<file path="config.mk">
export PLATFORM = sky130hd
export DESIGN_NAME = switch_bounce_gen
export DESIGN_NICKNAME = d
export VERILOG_FILES = /design/src/rtl/switch_stim_pkg.sv /design/src/rtl/lfsr16.sv /design/src/rtl/switch_bounce_gen.sv
export SDC_FILE = /design/constraint.sdc
export NUM_CORES = 1
export LEC_CHECK = 0
export ABC_AREA = 1
export CORE_ASPECT_RATIO = 1.5
export CORE_UTILIZATION = 57
export DETAILED_ROUTE_END_ITERATION = 6
export DONT_BUFFER_PORTS = 1
export HOLD_SLACK_MARGIN = 0.06
export PLACE_DENSITY = 0.78
export SYNTH_ARGS = -nofsm -noshare
export SYNTH_HDL_FRONTEND = slang
export SYNTH_SLANG_ARGS = --single-unit
export TNS_END_PERCENT = 5
</file>
<file path="constraint.sdc">
create_clock -name i_Clk -period 1.45 [get_ports i_Clk]
set_input_delay 0.145 -clock i_Clk [delete_from_list [all_inputs] [get_ports i_Clk]]
set_output_delay 0.145 -clock i_Clk [all_outputs]
set_load 0.1 [all_outputs]
</file>
<file path="src/rtl/switch_stim_pkg.sv">
// ---------------------------------------------------------------------------
// switch_stim_pkg
//   Shared definitions for the switch stimulus generator:
//     - state_t     : controller states (IDLE / BOUNCE / SETTLE)
//     - LFSR_WIDTH  : width of the pseudo-random source
//     - LFSR_TAPS   : Galois feedback mask for the 16-bit LFSR
//     - lfsr_next() : one Galois step (shift right, fold taps in when the
//                     bit shifted out is 1)
// ---------------------------------------------------------------------------
package switch_stim_pkg;

  localparam int unsigned LFSR_WIDTH = 16;
  localparam logic [LFSR_WIDTH-1:0] LFSR_TAPS = 16'hB400;

  typedef enum logic [1:0] {
    ST_IDLE   = 2'd0,
    ST_BOUNCE = 2'd1,
    ST_SETTLE = 2'd2
  } state_t;

  // A nonzero state never maps to zero with these taps, so the sequence
  // cannot lock up as long as the seed is nonzero.
  function automatic logic [LFSR_WIDTH-1:0] lfsr_next(input logic [LFSR_WIDTH-1:0] value);
    logic [LFSR_WIDTH-1:0] shifted;
    shifted = {1'b0, value[LFSR_WIDTH-1:1]};
    if (value[0]) begin
      return shifted ^ LFSR_TAPS;
    end else begin
      return shifted;
    end
  endfunction

endpackage

</file>
<file path="src/rtl/lfsr16.sv">
// ---------------------------------------------------------------------------
// lfsr16
//   16-bit Galois LFSR that advances only when asked to. Used as the source
//   of glitch segment widths.
// Ports
//   i_Clk    in   1   clock
//   i_Rst    in   1   synchronous reset, active-high (loads c_SEED)
//   i_Step   in   1   advance one step on this edge
//   o_Value  out  16  current LFSR state (registered)
// ---------------------------------------------------------------------------
module lfsr16
  import switch_stim_pkg::*;
#(
  parameter logic [LFSR_WIDTH-1:0] c_SEED = 16'hACE1
) (
  input  logic                  i_Clk,
  input  logic                  i_Rst,
  input  logic                  i_Step,
  output logic [LFSR_WIDTH-1:0] o_Value
);

  // An all-zero seed would freeze the sequence forever.
  if (c_SEED == 16'h0000) begin : g_bad_seed
    $error("lfsr16: c_SEED must be nonzero");
  end

  logic [LFSR_WIDTH-1:0] value_r;

  // LFSR state register: reload seed on reset, step on request
  always_ff @(posedge i_Clk) begin
    if (i_Rst) begin
      value_r <= c_SEED;
    end else if (i_Step) begin
      value_r <= lfsr_next(value_r);
    end else begin
      value_r <= value_r;
    end
  end

  assign o_Value = value_r;

endmodule

</file>
<file path="src/rtl/switch_bounce_gen.sv">
// ---------------------------------------------------------------------------
// switch_bounce_gen
//   On command, moves o_Switch from its current level to a requested level
//   through a train of pseudo-random glitch segments, then holds the level
//   clean for a settle period before signalling completion.
//   Sequence for a level change: first edge in IDLE, 2*c_BOUNCE_COUNT more
//   edges in BOUNCE (each after a 1..c_BOUNCE_MAX_CYCLES segment), then a
//   c_SETTLE_CYCLES clean hold, then a one-cycle o_Done.
// Ports
//   i_Clk     in   1  system clock
//   i_Rst     in   1  synchronous reset, active-high
//   i_Start   in   1  command pulse, only honoured in IDLE
//   i_Level   in   1  requested switch level, sampled with i_Start
//   o_Switch  out  1  generated switch waveform (registered)
//   o_Busy    out  1  transition or settle hold in progress (registered)
//   o_Done    out  1  one-cycle completion pulse (registered)
// ---------------------------------------------------------------------------
module switch_bounce_gen
  import switch_stim_pkg::*;
#(
  parameter int unsigned           c_BOUNCE_MAX_CYCLES = 2048,
  parameter int unsigned           c_BOUNCE_COUNT      = 8,
  parameter int unsigned           c_SETTLE_CYCLES     = 100000,
  parameter logic [LFSR_WIDTH-1:0] c_LFSR_SEED         = 16'hACE1
) (
  input  logic i_Clk,
  input  logic i_Rst,
  input  logic i_Start,
  input  logic i_Level,
  output logic o_Switch,
  output logic o_Busy,
  output logic o_Done
);

  localparam int unsigned SEG_W      = $clog2(c_BOUNCE_MAX_CYCLES + 1);
  localparam int unsigned SETTLE_W   = $clog2(c_SETTLE_CYCLES + 1);
  localparam int unsigned EDGE_TOTAL = 2 * c_BOUNCE_COUNT;
  // With no bounce pairs the edge counter is never used, but keep it 1 bit
  // wide so the declaration stays legal.
  localparam int unsigned EDGE_W     = (EDGE_TOTAL == 0) ? 1 : $clog2(EDGE_TOTAL + 1);

  localparam logic [31:0]         SEG_MASK    = 32'(c_BOUNCE_MAX_CYCLES - 1);
  localparam logic [SEG_W-1:0]    SEG_ONE     = SEG_W'(1);
  localparam logic [SEG_W-1:0]    SEG_ZERO    = SEG_W'(0);
  localparam logic [SETTLE_W-1:0] SETTLE_ONE  = SETTLE_W'(1);
  localparam logic [SETTLE_W-1:0] SETTLE_ZERO = SETTLE_W'(0);
  localparam logic [SETTLE_W-1:0] SETTLE_INIT = SETTLE_W'(c_SETTLE_CYCLES);
  localparam logic [EDGE_W-1:0]   EDGE_ONE    = EDGE_W'(1);
  localparam logic [EDGE_W-1:0]   EDGE_ZERO   = EDGE_W'(0);
  localparam logic [EDGE_W-1:0]   EDGE_INIT   = EDGE_W'(EDGE_TOTAL);

  // Parameter sanity: the width mask relies on a power-of-two maximum.
  if ((c_BOUNCE_MAX_CYCLES < 2) ||
      ((c_BOUNCE_MAX_CYCLES & (c_BOUNCE_MAX_CYCLES - 1)) != 0)) begin : g_bad_max
    $error("switch_bounce_gen: c_BOUNCE_MAX_CYCLES must be a power of two >= 2");
  end
  if (c_BOUNCE_MAX_CYCLES > 65536) begin : g_max_too_big
    $error("switch_bounce_gen: c_BOUNCE_MAX_CYCLES exceeds the 16-bit LFSR range");
  end
  if (c_SETTLE_CYCLES < 1) begin : g_bad_settle
    $error("switch_bounce_gen: c_SETTLE_CYCLES must be >= 1");
  end
  if (c_LFSR_SEED == 16'h0000) begin : g_bad_seed
    $error("switch_bounce_gen: c_LFSR_SEED must be nonzero");
  end

  // Registered state
  state_t                state_r;
  logic                  switch_r;
  logic                  busy_r;
  logic                  done_r;
  logic [SEG_W-1:0]      seg_r;
  logic [SETTLE_W-1:0]   settle_r;
  logic [EDGE_W-1:0]     edges_r;

  // Next-state values
  state_t                state_s;
  logic                  switch_s;
  logic                  busy_s;
  logic                  done_s;
  logic [SEG_W-1:0]      seg_s;
  logic [SETTLE_W-1:0]   settle_s;
  logic [EDGE_W-1:0]     edges_s;
  logic                  step_s;

  // Random segment width
  logic [LFSR_WIDTH-1:0] lfsr_s;
  logic [31:0]           masked_s;
  logic [SEG_W-1:0]      width_s;

  lfsr16 #(
    .c_SEED (c_LFSR_SEED)
  ) u_lfsr (
    .i_Clk   (i_Clk),
    .i_Rst   (i_Rst),
    .i_Step  (step_s),
    .o_Value (lfsr_s)
  );

  // Width is taken from the current LFSR value; the LFSR steps on the same
  // edge the width is loaded, so each segment consumes exactly one value.
  assign masked_s = 32'(lfsr_s) & SEG_MASK;
  assign width_s  = SEG_W'(masked_s) + SEG_ONE;

  // State and output register with synchronous reset
  always_ff @(posedge i_Clk) begin
    if (i_Rst) begin
      state_r  <= ST_IDLE;
      switch_r <= 1'b0;
      busy_r   <= 1'b0;
      done_r   <= 1'b0;
      seg_r    <= SEG_ZERO;
      settle_r <= SETTLE_ZERO;
      edges_r  <= EDGE_ZERO;
    end else begin
      state_r  <= state_s;
      switch_r <= switch_s;
      busy_r   <= busy_s;
      done_r   <= done_s;
      seg_r    <= seg_s;
      settle_r <= settle_s;
      edges_r  <= edges_s;
    end
  end

  // Next-state, counter and output decode
  always_comb begin
    state_s  = state_r;
    switch_s = switch_r;
    busy_s   = busy_r;
    done_s   = 1'b0;
    seg_s    = seg_r;
    settle_s = settle_r;
    edges_s  = edges_r;
    step_s   = 1'b0;

    case (state_r)
      ST_IDLE: begin
        busy_s = 1'b0;
        if (i_Start) begin
          if (i_Level != switch_r) begin
            // First edge goes out immediately with the command.
            switch_s = ~switch_r;
            busy_s   = 1'b1;
            edges_s  = EDGE_INIT;
            seg_s    = width_s;
            step_s   = 1'b1;
            if (c_BOUNCE_COUNT == 0) begin
              state_s  = ST_SETTLE;
              settle_s = SETTLE_INIT;
            end else begin
              state_s  = ST_BOUNCE;
            end
          end else begin
            // Already at the requested level: acknowledge without moving.
            done_s = 1'b1;
          end
        end else begin
          state_s = ST_IDLE;
        end
      end

      ST_BOUNCE: begin
        // "<=" rather than "==" so a corrupted zero count still moves on
        // instead of wrapping through the whole counter range.
        if (seg_r <= SEG_ONE) begin
          switch_s = ~switch_r;
          edges_s  = edges_r - EDGE_ONE;
          seg_s    = width_s;
          step_s   = 1'b1;
          if (edges_r <= EDGE_ONE) begin
            state_s  = ST_SETTLE;
            settle_s = SETTLE_INIT;
          end else begin
            state_s  = ST_BOUNCE;
          end
        end else begin
          seg_s = seg_r - SEG_ONE;
        end
      end

      ST_SETTLE: begin
        if (settle_r <= SETTLE_ONE) begin
          busy_s   = 1'b0;
          done_s   = 1'b1;
          settle_s = SETTLE_ZERO;
          state_s  = ST_IDLE;
        end else begin
          settle_s = settle_r - SETTLE_ONE;
        end
      end

      default: begin
        // Unreachable encoding: fall back to a quiet idle.
        state_s = ST_IDLE;
        busy_s  = 1'b0;
      end
    endcase
  end

  assign o_Switch = switch_r;
  assign o_Busy   = busy_r;
  assign o_Done   = done_r;

endmodule

</file>
Yosys cells after proc, flatten, opt, wreduce, memory -nomap -nowiden
Cells that the tools add are included.

word-level totals
  input port bits = 4
  bits in registers = 55
  output and inout port bits = 3
  logic and storage cells = 68

cells by class
  order comparisons = 3
  add/sub/neg operators = 4
  bitwise operators = 3
  reductions and logical operators = 8
  multiplexer cells = 33
  equality and inequality tests = 9

operators with widths
  cell                     number
  $mux W17                 3
  $mux W12                 3
  $pmux W17 S2             1
  $pmux W12 S2             1
  $le A17 B1 Y1 const B    1
  $sub A17 B1 Y17 const B  1
  $mux W16                 1
  $mux W5                  3
  $add A11 B1 Y12 const B  1
  $le A12 B1 Y1 const B    1
  $sub A12 B1 Y12 const B  1
  $mux W1                  10
  $mux W2                  5
  $ne A2 B2 Y1 const B     5
  $pmux W5 S2              1
  $reduce_and A3 Y1        3
  $pmux W1 S2              3
  $pmux W2 S3              1
  $le A5 B1 Y1 const B     1
  $sub A5 B1 Y5 const B    1
  $not A3 Y4               1
  $reduce_and A4 Y1        1
  $reduce_bool A2 Y1       2
  $ne A3 B3 Y1 const B     1
  other kinds (7)          8

Longest topological paths before layout
  depth after elaboration = 4
  depth in mapped cells = 13
  depth with buffers taken out = 13

Modules after synthesis
A second synthesis with hierarchy kept.

unflattened totals
  cell total of the unflattened synthesis = 515
  area, all modules = 3403.3 µm²

modules (own cells, without submodules)
  module             instances  area an instance (µm²)  cells an instance
  switch_bounce_gen  1          2777.7                  435
  lfsr16             1          625.6                   80

Least setup slack after synthesis
No wires, ideal clock.

  path kind = reg-to-reg
  start point = register switch_r, in the netlist o_Switch
  end point = register seg_r[6]
  clock period less this slack = 1957 ps
  data required time = 1339 ps
  library setup time = 111 ps
  cell stages (with the launch flop) = 10
  path buffers = 2
  arrival = 1846 ps
  setup slack = -507 ps
  cell sequence = dfxtp_1 > inv_1 > nand2_1 > nand4_1 > nand2_2 > buf_4 > buf_4 > nand3_1 > nand3_1 > inv_1

between the ends
  cells in the longest elaborated chain, start to end = 3

ends and longest elaborated chain
  what                         line                      text
  from (decl)                  switch_bounce_gen.sv:69   logic switch_r;
  from (signal assigned)       switch_bounce_gen.sv:117  switch_r <= switch_s;
  $ne A1 B1 Y1                 switch_bounce_gen.sv:141  if (i_Level != switch_r) begin
  $ne A2 B2 Y1 (no line)       --
  $reduce_and A3 Y1 (no line)  --
  to (signal assigned)         switch_bounce_gen.sv:120  seg_r <= seg_s;
  to (decl)                    switch_bounce_gen.sv:72   logic [SEG_W-1:0] seg_r;

Every way passes these cells.
A chain may end at the register's enable or synchronous reset.

Worst setup path in the final report
  start point = register seg_r[0]
  end point = register seg_r[4]

between the ends
  cells in the longest elaborated chain, start to end = 3
  elaborated cells between the ends (all ways) = 4
  classes of those cells = add/sub (1); order compare (1); mux (2)

ends and longest elaborated chain
  what                                              line                                                text
  $sub A12 B1 Y12 or $le A12 B1 Y1 (tied branches)  switch_bounce_gen.sv:178, switch_bounce_gen.sv:166
  $mux W12 *                                        switch_bounce_gen.sv:166                            if (seg_r <= SEG_ONE) begin
  $pmux W12 S2 *                                    switch_bounce_gen.sv:137                            case (state_r)

Every way passes the cells marked *; elsewhere a longest branch is shown, timed or not.

==> impl_metrics.json <==
{
  "nets": 570,
  "slowest_delay_ns": 0.39,
  "synth_edf_count": 0,
  "die-area_sq_um": 6160,
  "vias_per_cell": 5.61,
  "tightest_slew_ns": 0.383,
  "floorplan.initialDensity_pct": 60.2,
  "die_height_um": 95.6,
  "dp_hpwl_um": 5990,
  "max_slew_margin_pct": 74.4,
  "h-tree-depth": 2,
  "setup_viol": 54,
  "clock_latency_ns": 0.32,
  "synth-seq-cells": 55,
  "ys_async_sr_fraction_pct": 0,
  "hp-class": "in -> reg",
  "clkTransAtPathRegs_ns": 0.11,
  "gp_congestion": 0.907,
  "syn_inst": 500,
  "routed_wl_um": 9220,
  "detail-route-antenna-nets": 0,
  "critPathSlowestCell": "dfxtp_4",
  "cts_sinks": 55,
  "grt_usage_pct": 28.7,
  "cts_buffers": 5,
  "post_synth_instance_area_sq_um": 3330,
  "die_x_um": 64.4,
  "worstPathArrival_ns": 1.93,
  "root_buffer": "clkbuf_8",
  "syn-num-nets": 511,
  "drv_cap": 0,
  "num_rows": 33,
  "critPathKind": "reg -> reg",
  "avgSynthCellArea_sq_um": 6.66,
  "yosysMostFrequentCell": "nand2_1",
  "port_buffers": 0,
  "failed_checks": "negative setup slack",
  "grt_max_degree": 26,
  "period_share_pct": 119,
  "status": "complete, but fails checks",
  "path_cells": "inv_4, ha_4, inv_2, nand2_2, nand2_4, nor2_8, buf_4, a21oi_4, buf_6, nand2_1, nand3_1, a21oi_1",
  "num_antenna_cells": 0,
  "timing.final.crit_period_ns": 1.72,
  "ys_seq_area_share_pct": 33.1,
  "crit_path_start_kind": "register",
  "grt_pass1_wl_um": 13800,
  "drive_gt1_share_pct": 25.2,
  "max_clock_freq_mhz": 580,
  "grt_pass1_vias": 3240,
  "final_max_slew_viol_count": 0,
  "netlist-cell-type-count": 39,
  "critPathCaptureType": "register",
  "cp.required_ns": 1.66,
  "fin_skew_ns": 0.0171,
  "vias": 3537,
  "hold_viol_final": 0,
  "synth.top_cell.area_share_pct": 33.1,
  "yosysTopAreaCell": "dfxtp_1",
  "pre_cts_ws_ns": -0.173,
  "crit_fanout": 9,
  "num_io_pins": 7,
  "core_area_sq_um": 5530,
  "synthTopCellsByArea": "dfxtp_1, nand2_1, nor2_1",
  "final.setup.worst_slack_ns": -0.274,
  "synth_warnings": 0,
  "areaGrowthSynthToFinish_pct": 25.9,
  "antenna_found_initial": 0,
  "rsz0062_at_grt": "yes",
  "clock_path_buffers": 2,
  "ys.flop_type": "dfxtp_1",
  "drt-pass1-iter-count": 7,
  "ys_top_cells_by_count": "nand2_1, nor2_1, dfxtp_1, nand3_1, inv_1",
  "drcViolationCount": 0,
  "drt-wirelength-per-cell_um": 14.6,
  "cts_tree": "built",
  "overflow": 0,
  "first_iter_violations": 223
}
-- what timing repair did --
action / CTS / global route
setup buffers: 0 / 3
pin swaps: 1 / 8
endpoints found under the hold margin: 24 / 24
setup endpoints to repair: 55 / 55
cloned: 0 / 2
resized for setup: 8 / 38
-- final timing paths --
| kind | cells after the start | slack (ns) | from | end |
|---|---|---|---|---|
| setup reg to reg | 12 | -0.27 | seg_r[0] | seg_r[4] |
| hold reg to reg | 2 | 0.48 | u_lfsr.o_Value[12] | u_lfsr.o_Value[11] |
| hold / removal | 2 | 0.06 | i_Rst | settle_r[16] |
| setup / recovery | 12 | -0.27 | seg_r[0] | seg_r[4] |
-- sequential cells by signal, indices dropped and copies added, names as in the netlist --
signal	cells
o_Done	1
o_Busy	1
seg_r	12
state_r	2
settle_r	17
edges_r	5
u_lfsr.o_Value	16
o_Switch	1
-- cell families after synthesis --
logic type / count (synthesis) / share of synthesized area [%]
AO/OA/AOI/OAI: 74 / 12.3
adder cells (fa/ha/maj): 7 / 2.63
XOR/XNOR: 15 / 3.95
flip-flops: 55 / 33.1
AND/OR/NAND/NOR: 286 / 39.5
buffers and inverters: 63 / 8.49
-- per-layer routing --
layer	vias up	track usage, %	share of wire, %
met1	1636	29.1	37
met3	52	3.47	4.2
met2	129	56.8	54
li1	1720	-	-
met4	0	13.3	5.7
met5	-	0	0
-- per-stage QoR --
step	hold WS [ns]	cells	util, %	setup TNS [ns]	instance area [sq um]
detailed placement	0.219	616	69.2	-5.22	3830
global route	0.0631	630	75.8	-12.79	4190
floorplan	0.415	500	-	-0.751	3350
finish	0.0610	630	75.8	-9.21	4190
global placement	0.218	616	69.2	-2.88	3830
CTS	-0.129	624	71.4	-3.79	3950
-- worst max-delay path, delay by kind of cell (launching register included) --
| kind | cells | cell delay [ns] |
|---|---|---|
| simple gates | 5 | 0.35 |
| buf+inv | 4 | 0.42 |
| compound gates | 2 | 0.27 |
| flops | 1 | 0.39 |
| fa+ha+maj | 1 | 0.15 |
-- layout by cell type (no fill, tap or decap), types with 3 or more instances in the layout --
cell,instances
buf_12,4
clkinv_1,3
inv_1,39
nand3b_1,3
nand2_1,124
buf_4,60
nand3_2,6
dfxtp_1,49
a21oi_2,4
a21oi_1,33
inv_2,3
nand3_1,46
o21ai_2,3
o21ai_0,13
nand2_8,4
clkbuf_8,6
nor2_1,63
inv_4,3
xnor2_1,3
dfxtp_2,4
o21bai_1,3
nor2_4,5
xor2_1,12
ha_1,5
nand2_2,8
nand2_4,5
nor2_2,11
nand4_1,3
o21ai_1,8
-- final cells by class --
cell class,instances,area (sq um)
inverters,48,188
fillers,419,1340
clock buffers,6,82.6
clock inverters,2,16.3
repair buffers,67,592
well taps,70,87.6
multi-input cells,382,2110
flip-flops and latches,55,1110
Power is not shown: default switching activity piles up to over one toggle a cycle in this logic, so the estimate is an artifact.
